### config.mk
export PLATFORM = sky130hd
export DESIGN_NAME = icache_unit
export DESIGN_NICKNAME = d
export VERILOG_FILES = /design/src/rtl/icache_pkg.sv /design/src/rtl/icache_word_mux.sv /design/src/rtl/icache_unit.sv
export SDC_FILE = /design/constraint.sdc
export NUM_CORES = 1
export LEC_CHECK = 0
export CORE_ASPECT_RATIO = 0.75
export CORE_MARGIN = 4
export CORE_UTILIZATION = 50
export CTS_BUF_LIST = sky130_fd_sc_hd__clkbuf_8
export DETAILED_ROUTE_END_ITERATION = 6
export DONT_BUFFER_PORTS = 1
export GPL_TIMING_DRIVEN = 1
export PLACE_DENSITY = 0.72
export SLEW_MARGIN = 20
export SYNTH_ARGS = -nofsm -noshare
export SYNTH_HDL_FRONTEND = slang
export SYNTH_HIERARCHICAL = 1
export SYNTH_SLANG_ARGS = --single-unit
### constraint.sdc
create_clock -name CLK -period 14.1 [get_ports CLK]
set_clock_uncertainty 0.2 [all_clocks]
set_input_delay 0.705 -clock CLK [delete_from_list [all_inputs] [get_ports CLK]]
set_output_delay 0.705 -clock CLK [all_outputs]
set_load 0.03 [all_outputs]
### src/rtl/icache_pkg.sv
// Shared constants and state type for the direct-mapped instruction cache.
package icache_pkg;

    // Geometry: 8 blocks of 4 x 32-bit words covering a 1 KB instruction space.
    localparam int INDEX_BITS    = 3;
    localparam int TAG_BITS      = 3;
    localparam int WORD_SEL_BITS = 2;
    localparam int WORD_W        = 32;
    localparam int BLOCK_W       = 128;
    localparam int NUM_BLOCKS    = 1 << INDEX_BITS;
    localparam int MEM_ADDR_W    = TAG_BITS + INDEX_BITS;

    // Byte-address field positions: [1:0] byte, [3:2] word, [6:4] index, [9:7] tag.
    localparam int WORD_LSB  = 2;
    localparam int INDEX_LSB = WORD_LSB + WORD_SEL_BITS;
    localparam int TAG_LSB   = INDEX_LSB + INDEX_BITS;

    typedef enum logic [1:0] {
        IDLE     = 2'b00,
        MEM_READ = 2'b01,
        UPDATE   = 2'b10
    } state_e;

endpackage

### src/rtl/icache_word_mux.sv
// 4:1 word selector picking one 32-bit instruction out of a 128-bit cache block.
module icache_word_mux
    import icache_pkg::*;
(
    input  logic [WORD_SEL_BITS-1:0] sel_i,
    input  logic [BLOCK_W-1:0]       block_i,
    output logic [WORD_W-1:0]        word_o
);

    localparam int NUM_WORDS = 1 << WORD_SEL_BITS;

    logic [WORD_W-1:0] words [NUM_WORDS];

    // Word 0 lives in the lowest 32 bits of the block.
    for (genvar gi = 0; gi < NUM_WORDS; gi++) begin : g_word
        assign words[gi] = block_i[gi*WORD_W +: WORD_W];
    end

    assign word_o = words[sel_i];

endmodule

### src/rtl/icache_unit.sv
// Direct-mapped, read-only instruction cache with zero-cycle hits and block refill on miss.
module icache_unit
    import icache_pkg::state_e, icache_pkg::IDLE, icache_pkg::UPDATE,
           icache_pkg::TAG_BITS, icache_pkg::INDEX_BITS, icache_pkg::WORD_SEL_BITS,
           icache_pkg::WORD_W, icache_pkg::BLOCK_W, icache_pkg::NUM_BLOCKS,
           icache_pkg::MEM_ADDR_W, icache_pkg::WORD_LSB, icache_pkg::INDEX_LSB,
           icache_pkg::TAG_LSB;
(
    input  logic                  CLK,
    input  logic                  RESET,
    input  logic [31:0]           ADDRESS,
    output logic [31:0]           INSTRUCTION,
    output logic                  BUSYWAIT,
    output logic                  MEM_READ,
    output logic [MEM_ADDR_W-1:0] MEM_ADDRESS,
    input  logic [BLOCK_W-1:0]    MEM_READDATA,
    input  logic                  MEM_BUSYWAIT
);

    logic [WORD_SEL_BITS-1:0] word_w;
    logic [INDEX_BITS-1:0]    index_w;
    logic [TAG_BITS-1:0]      tag_w;
    logic                     unused_addr_bits;

    logic [NUM_BLOCKS-1:0] valid_q;
    logic [TAG_BITS-1:0]   tag_arr  [NUM_BLOCKS];
    logic [BLOCK_W-1:0]    data_arr [NUM_BLOCKS];

    state_e                state_q;
    logic [TAG_BITS-1:0]   miss_tag_q;
    logic [INDEX_BITS-1:0] miss_index_q;
    logic                  mem_read_q;
    logic [MEM_ADDR_W-1:0] mem_addr_q;

    logic              hit;
    logic              fill_en;
    logic [WORD_W-1:0] word_sel;

    // Byte offset and everything above the 1 KB space play no part in the lookup.
    assign word_w           = ADDRESS[WORD_LSB  +: WORD_SEL_BITS];
    assign index_w          = ADDRESS[INDEX_LSB +: INDEX_BITS];
    assign tag_w            = ADDRESS[TAG_LSB   +: TAG_BITS];
    assign unused_addr_bits = ^{ADDRESS[31:10], ADDRESS[1:0]};

    assign hit     = valid_q[index_w] && (tag_arr[index_w] == tag_w);
    // The block lands on the edge where memory drops busy; reset on that edge wins.
    assign fill_en = !RESET && (state_q == icache_pkg::MEM_READ) && !MEM_BUSYWAIT;

    icache_word_mux u_word_mux (
        .sel_i   (word_w),
        .block_i (data_arr[index_w]),
        .word_o  (word_sel)
    );

    assign INSTRUCTION = ((state_q == IDLE) && hit) ? word_sel : '0;
    assign BUSYWAIT    = !RESET && ((state_q != IDLE) || !hit);
    assign MEM_READ    = mem_read_q;
    assign MEM_ADDRESS = mem_addr_q;

    // Refill storage: the whole block and its tag are overwritten, no writeback needed.
    always_ff @(posedge CLK) begin
        if (fill_en) begin
            data_arr[miss_index_q] <= MEM_READDATA;
            tag_arr[miss_index_q]  <= miss_tag_q;
        end
    end

    // Miss FSM: latch the miss, hold the block request until memory answers, settle one cycle.
    always_ff @(posedge CLK) begin
        if (RESET) begin
            state_q    <= IDLE;
            valid_q    <= '0;
            mem_read_q <= 1'b0;
            mem_addr_q <= '0;
        end else begin
            case (state_q)
                IDLE: begin
                    if (!hit) begin
                        miss_tag_q   <= tag_w;
                        miss_index_q <= index_w;
                        mem_read_q   <= 1'b1;
                        mem_addr_q   <= {tag_w, index_w};
                        state_q      <= icache_pkg::MEM_READ;
                    end
                end
                icache_pkg::MEM_READ: begin
                    if (fill_en) begin
                        valid_q[miss_index_q] <= 1'b1;
                        mem_read_q            <= 1'b0;
                        state_q               <= UPDATE;
                    end
                end
                UPDATE: begin
                    state_q <= IDLE;
                end
                default: begin
                    mem_read_q <= 1'b0;
                    state_q    <= IDLE;
                end
            endcase
        end
    end

endmodule
-- After elaboration in Yosys (flattened, before gate mapping)
Memories as Yosys holds them, arrays and structs flattened.
Cells that the tools add are included.
- reduce and logical (&&, ||, !) cells: 17
- magnitude comparators: 4
- eq/ne operators: 5
- multiplexer cells: 16
- bitwise gates (word level): 5
- operators by type and width (operator ; number):
    $mux 32 ; 3
    $bmux 32 s2 ; 1
    $lt 3x4->1 const B ; 2
    $or 8x8->8 ; 1
    $logic_and 1x1->1 ; 6
    $mux 1 ; 6
    $reduce_and 2->1 ; 3
    $reduce_and 3->1 ; 2
    $mux 2 ; 2
    $ne 2x2->1 const B ; 2
    $pmux 2 s2 ; 1
    $bmux 1 s3 ; 1
    $demux 1 s3 ; 1
    $eq 3x3->1 ; 1
    $ge 3x1->1 const B ; 1
    $ge 3x3->1 const B ; 1
    $logic_not 1->1 ; 3
    $not 1->1 ; 3
    $not 2->3 ; 1
    $pmux 1 s3 ; 1
    $eq 2x1->1 const B ; 1
    $eq 2x2->1 const B ; 1
    $logic_not 2->1 ; 1
    $reduce_bool 2->1 ; 1
    $logic_or 1x1->1 ; 1
- memories: 2
- input port bits: 163
- register bits after elaboration: 23
- RAM bits: 1048
- memories (name ; words ; bits a word ; rd ports ; clocked after memory_dff ; wr ports ; RTL line ; text):
    data_arr ; 8 ; 128 ; 1 ; 0 ; 1 ; icache_unit.sv:27 ; logic [BLOCK_W-1:0] data_arr [NUM_BLOCKS];
    tag_arr ; 8 ; 3 ; 1 ; 0 ; 1 ; icache_unit.sv:26 ; logic [TAG_BITS-1:0] tag_arr [NUM_BLOCKS];

-- Longest topological paths before layout
Gate-level depths: netlist of the first run.
- depth in word-level cells: 6
- mapped depth: 8
- mapped depth without buffers: 5

-- By module
The synthesis of the first run kept the hierarchy.
- by module, submodules not included (module ; area each (um2) ; cells an instance ; times used):
    icache_unit ; 40447.5 ; 1651 ; 1
    icache_word_mux ; 814.5 ; 39 ; 1

-- Worst setup path before layout of the first run
No wires, ideal clock.
- path kind: input -> register
- from: in RESET
- to: mem data_arr[1][0] (enable)
- path buffers: 0
- arrival: 10165 ps
- data required time: 13116 ps
- slack: 2951 ps
- stages: 3
- path through: nor4b_1 > nand2_1 > nor3_1
- word-level cells in the longest chain between the ends: 5
- ends and longest elaborated chain (what ; RTL line ; text):
    from (decl) ; icache_unit.sv:10 ; input logic RESET,
    $logic_not 1->1 ; icache_unit.sv:47 ; assign fill_en = !RESET && (state_q == icache_pkg::MEM_READ) && !MEM_BUSYWAIT;
    $logic_and 1x1->1 (2 in series) ; icache_unit.sv:47 ;
    $mux 1 ; icache_unit.sv:62 ; if (fill_en) begin
    $mux 1 (not written as such) ; icache_unit.sv:63 ; data_arr[miss_index_q] <= MEM_READDATA;
    to (decl) ; icache_unit.sv:27 ;
Every way passes these cells.

-- Worst setup path after layout of the first run
- from: in RESET
- to: mem data_arr[6][115] (enable)
The elaborated chain is that of the path after synthesis.

==> results of run 1 <==
-- cell usage in the layout (no fill, tap or decap), types with 6 or more instances in the layout --
cell,count
inv_1,55
clkinv_2,12
nand2b_1,15
nor2_4,7
mux2_2,129
mux4_2,291
dfxtp_1,17
edfxtp_1,1054
and3_1,32
buf_4,26
mux2i_1,18
nor2_1,13
clkbuf_8,163
diode_2,6
clkinv_1,36
dlygate4sd3_1,137
-- worst paths after layout --
| path | from | endpoint | slack [ns] |
|---|---|---|---|
| worst max-delay path | RESET | data_arr[6][115]$_DFFE_PP_ | 8.96 |
| worst min-delay path | ADDRESS[7] | state_q[0]$_SDFFE_PP0P_ | 0.13 |
| worst max register to register | state_q[0]$_SDFFE_PP0P_ | data_arr[6][115]$_DFFE_PP_ | 9.37 |
| worst min register to register | valid_q[2]$_SDFFE_PP0P_ | valid_q[2]$_SDFFE_PP0P_ | 0.27 |
-- area by class of cell --
class                      instances  area [um^2]
sequential                      1071        32000
inverter                           2         7.51
clock buffer                     163         2240
tap                             1058         1320
multi-input combinational        526         8840
timing repair buffer             164         1590
clock inverter                   115          594
fill                            5747        34500
antenna                            6         15.0
-- flip-flops by register name (all words and copies together) (netlist names) --
signal / cells
MEM_READ: 1
miss_index_q: 3
state_q: 2
data_arr: 1024
valid_q: 8
MEM_ADDRESS: 6
tag_arr: 24
miss_tag_q: 3
-- metal layers --
metal	share of wire (%)	global-route usage [%]
met2	50	32.1
met5	0.082	0
met1	41	26.6
met3	6.3	4.48
met4	1.8	6.15
-- metrics by stage --
| step | total power (W) | hold slack (ns) |
|---|---|---|
| after detailed placement | 0.00378 | 0.258 |
| final | 0.00605 | 0.126 |
| after global placement | 0.00378 | 0.260 |
| after floorplan | 0.00379 | 0.235 |
| after CTS | 0.00612 | 0.0199 |
| after global routing | 0.00629 | 0.111 |
-- power by group through the flow --
stage	sequential [W]	clock [W]	combinational (W)
floorplan	0.00360	0	0.000192
global placement	0.00360	0	0.000179
detailed placement	0.00360	0	0.000180
CTS	0.00353	0.00234	0.000250
global route	0.00353	0.00250	0.000265
finish	0.00353	0.00227	0.000250
-- kinds of logic (layout without fill, tap and decap cells) --
group           after synthesis  count (layout)  share of synthesized area (%)
xor+xnor                      3               3                          0.118
buf+inv                      93             444                           1.20
other cells                   0               6                              0
mux                         440             440                           20.0
simple gates                 75              75                           1.04
compound gates                8               8                          0.146
flops                      1071            1071                           77.5
-- worst min-delay path, delay by kind of cell --
family          cells  cell delay (ns)
compound gates      2             0.24
xor+xnor            1             0.14
==> results.yml, run 1 <==
outcome:
  status: "completed"
drt:
  antenna_left: 0
  per_cell_routed_wire_length_um: 27.0
  via_count: 18400
  postRouteWirelength_um: 83800
  drt_pre_antenna_iters: 5
  via_density_per_instance: 5.92
  drcViolationCount: 0
  drt_iter0_drc: 1693
sta:
  worst_slew_pin_slew_ns: 1.02
  finalSetupViolations: 0
  worst_slew_margin_rel_pct: 32.2
  fin_max_slew_vios: 0
  setup_ws_ns: 8.96
  maxClockFrequency_ghz: 0.195
  tns_ns: 0
  rsz0062_at_grt: "false"
  layout_min_cycle_time_ns: 5.14
  fin_crit_sh_pct: 36.4
  final_hold_viol_count: 0
power:
  internal_power_w: 0.00478
  switchingPower_w: 0.00127
  power_frac_comb_pct: 4.1
  p_leak_nw: 14.8
  power-per-cell-area_nw_per_um2: 130
  power_frac_clock_pct: 37.5
  netSwitchingFraction_pct: 21.0
  vdd_drop_max_uv: 80.8
  power_frac_seq_pct: 58.3
floorplan:
  num_io_pins: 203
  placeableCoreArea_um2: 81100
  initial_utilization_pct: 50.9
  floorplan.rows: 90
  die_w_um: 340
  design.die.area_um2: 87200
  die-height_um: 257
worst_setup_path:
  worstPathMaxFanout: 44
  path_delay_family: "buffers and inverters"
  worstPathArrival_ns: 5.35
  cp_max_stage_delay_ns: 0.83
  most_repeated_library_cell_on_the_critical_path: "buf_4"
  cp_num_buf_inv: 4
  crit_path_end_kind: "register"
  worst_r2r_path_cells: 6
  critPathSlowestCell: "nor2_4"
  critical_path_required_ns: 14.31
  path_cells: "dlygate4sd3_1 -> nor4b_1 -> nand2b_1 -> nor2_4 -> buf_4 -> buf_4 -> buf_4"
  setup.worst_path.class: "in -> reg"
  worst-path-stages: 7
  worst_setup_path_start_kind: "primary input"
cells_and_area:
  syn_to_final_growth_pct: 12.9
  instances_no_fill: 3105
  post_route_cells_drive_above_1_share_pct: 31.9
  num-nets-final: 2087
  layout.core_utilization_pct: 57.5
  stdcell_area_um2: 46600
synth:
  syn_inst: 1690
  async_reset_ff_share_pct: 0
  ys_top_cells_by_area: "edfxtp_1 77%, mux4_2 16%, mux2_2 3.5%, dfxtp_1 0.82%, and3_1 0.49%"
  syn-mean-instance-area_um2: 24.4
  synth_area_um2: 41300
  ys_seq_elements: 1071
  synth_sequential_area_ratio_pct: 77.5
  synthDominantCellAreaShare_pct: 76.7
  ys_warn_count: 6
  synthesis.nets: 1853
  synth_commonest_cells: "1,054 x edfxtp_1, 291 x mux4_2, 129 x mux2_2"
  yosys.area.top_type: "edfxtp_1"
  yosysMostFrequentCell: "edfxtp_1"
  synth_enable_flop_cells: 1054
  synth_cell_types: 27
  synth_ff_type: "edfxtp_1"
clocking:
  htreeDepth: 4
  max-clock-path-buffers: 3
  numCtsBuffers: 159
  cts_resized: 0
  clock-root-buffer: "clkbuf_8"
  clkTransAtPathRegs_ns: 0.06
  setup_buffers_after_cts: 0
  hold_buffers: 137
  tritoncts: "yes"
  clk_latency_ns: 0.82
  tritoncts_sink_count: 1071
run:
  drv.max_cap_violation_count: 0
global_routing:
  grt_start_max_net_pins: 269
  grt_pass1_wl_um: 127000
  antenna_found_initial: 13
  gr-usage-all-layers_pct: 19.6
  globalRoute.totalOverflow: 0
  vias_in_the_first_global_route: 20100
placed_design:
  dpl-instance-area_um2: 42400
  place_hpwl_um: 41000
  dp_cells: 2684
  gp_routability_congestion: 0.690
  preCtsSetupSlack_ns: 9.02
  port-buffer-count: 0
hold_path:
  min_delay_path_depth: 3
  hold_path_class: "in -> reg"
No activity file was read; power rests on OpenSTA's default activity.
==> run 2, diff against run 1 <==
==> constraint.sdc (replaced) <==
create_clock -name CLK -period 5.28 [get_ports CLK]
set_clock_uncertainty 0.2 [all_clocks]
set_input_delay 0.264 -clock CLK [delete_from_list [all_inputs] [get_ports CLK]]
set_output_delay 0.264 -clock CLK [all_outputs]
set_load 0.03 [all_outputs]
==> results.yml, run 2 (same netlist as run 1, synthesis figures left out) <==
outcome:
  status: "completed"
floorplan:
  die-height_um: 257
  num_io_pins: 203
  die_w_um: 340
  design.die.area_um2: 87200
  placeableCoreArea_um2: 81100
  initial_utilization_pct: 50.9
  floorplan.rows: 90
drt:
  drcViolationCount: 0
  per_cell_routed_wire_length_um: 28.0
  postRouteWirelength_um: 87100
  via_density_per_instance: 5.97
  drt_pre_antenna_iters: 5
  antenna_left: 0
  drt_iter0_drc: 1930
  via_count: 18600
sta:
  maxClockFrequency_ghz: 0.269
  fin_max_slew_vios: 0
  worst_slew_pin_slew_ns: 1.34
  rsz0062_at_grt: "false"
  layout_min_cycle_time_ns: 3.72
  final_hold_viol_count: 0
  fin_crit_sh_pct: 70.4
  finalSetupViolations: 0
  worst_slew_margin_rel_pct: 10.6
  tns_ns: 0
cells_and_area:
  largest_reg_flops: 1024
  instances_no_fill: 3114
  fillers: 5696
  post_route_cells_drive_above_1_share_pct: 31.5
  num-nets-final: 2081
  multi_input_area_um2: 8850
  largestRegisters: "data_arr x1024, tag_arr x24, valid_q x8"
  syn_to_final_growth_pct: 13.1
  leading_cell_type_in_the_layout_fill_and_taps_excluded: "edfxtp_1"
  seq_area_um2: 32000
  most_used_cells_in_the_layout_excluding_fill_and_tap_cells: "1,054 x edfxtp_1, 291 x mux4_2, 164 x clkbuf_8, 143 x dlygate4sd3_1, 129 x mux2_2"
  top_register_by_number_of_flip_flops: "data_arr"
global_routing:
  grt_start_max_net_pins: 269
  gr-usage-all-layers_pct: 20.2
  grt_pass1_wl_um: 130000
  globalRoute.totalOverflow: 0
  vias_in_the_first_global_route: 19600
  antenna_found_initial: 23
worst_setup_path:
  path_cells: "mux2i_1 -> mux4_2 -> xnor2_2 -> nor4_4 -> buf_4 -> a21oi_2"
  worstPathArrival_ns: 3.25
  worstPathMaxFanout: 33
  worst_setup_path_start_kind: "register"
  cp_max_stage_delay_ns: 0.86
  setup.worst_path.class: "reg -> out"
  critical_path_required_ns: 4.82
  crit_path_end_kind: "output pin"
  critPathSlowestCell: "a21oi_2"
clocking:
  tritoncts_sink_count: 1071
  numCtsBuffers: 159
  clkTransAtPathRegs_ns: 0.06
  htreeDepth: 4
  max-clock-path-buffers: 3
  tritoncts: "yes"
  clk_latency_ns: 0.79
  cts_resized: 0
  clock-root-buffer: "clkbuf_8"
power:
  p_leak_nw: 14.8
  vdd_drop_max_uv: 197
  power-per-cell-area_nw_per_um2: 346
placed_design:
  port-buffer-count: 0
  place_hpwl_um: 43600
  gp_routability_congestion: 0.713
  dp_cells: 2672
run:
  drv.max_cap_violation_count: 0
hold_path:
  hold_path_class: "in -> reg"
-- run 2: path summary, 6_finish.rpt --
| kind | from | endpoint | slack (ns) | cells past startpoint |
|---|---|---|---|---|
| worst max-delay path | tag_arr[6][0]$_DFFE_PP_ | BUSYWAIT | 1.56 | 6 |
| worst min-delay path | ADDRESS[9] | miss_tag_q[2]$_DFFE_PP_ | 0.07 | 1 |
| worst max register to register | state_q[0]$_SDFFE_PP0P_ | data_arr[4][19]$_DFFE_PP_ | 2.26 | 5 |
| worst min register to register | valid_q[5]$_SDFFE_PP0P_ | valid_q[5]$_SDFFE_PP0P_ | 0.28 | 2 |
-- run 2: area by class of cell --
| class | instances | area share [%] |
|---|---|---|
| flip-flops and latches | 1071 | 68.5 |
| multi-input cells | 526 | 19.0 |
| clock buffers | 164 | 4.83 |
| well taps | 1058 | 2.84 |
| inverters | 2 | 0.0161 |
| clock inverters | 126 | 1.25 |
| repair buffers | 158 | 3.52 |
| diodes | 9 | 0.0482 |
-- run 2: power breakdown --
| part | internal, W | total [W] | switching, W |
|---|---|---|---|
| logic | 0.000405 | 0.000724 | 0.000319 |
| registers | 0.00940 | 0.00943 | 0.0000300 |
| clock network | 0.00295 | 0.00601 | 0.00306 |
| total | 0.0128 | 0.0162 | 0.00341 |
-- run 2: routing by layer --
metal  up-vias  global-route usage [%]  wire length (um)
met3       124                    7.69              9290
met4        18                    5.09              1290
met2       795                    28.6             39100
met1      9914                    30.1             37300
li1       7754                       -                 -
met5         -                       0               111
-- run 2: metrics by stage --
stage               area (um^2)  total power, W  utilization, %  hold slack [ns]  setup slack (ns)
finish                    46700          0.0162            57.6           0.0683              1.56
global route              46700          0.0168            57.6           0.0299              1.39
CTS                       46700          0.0163            57.6          0.00518              1.53
detailed placement        42400          0.0101            52.3            0.139              2.29
global placement          42400          0.0101            52.3            0.137              2.20
floorplan                 41300          0.0101               -            0.163             -1.95
-- run 2: worst max-delay path, delay by kind of cell, from the launching register on --
family | cells | cell delay (ns)
AOI/OAI and AO/OA | 1 | 0.86
xor gates and xnor gates | 1 | 0.28
buffers and inverters | 1 | 0.31
DFF | 1 | 0.34
muxes | 2 | 0.62
and+or+nand+nor | 1 | 0.06
-- run 2: timing repair --
item | 4_1_cts | 5_1_grt
buffers inserted | 0 | 0
hold buffers | 143 | 0
hold endpoints to repair | 1055 | 0
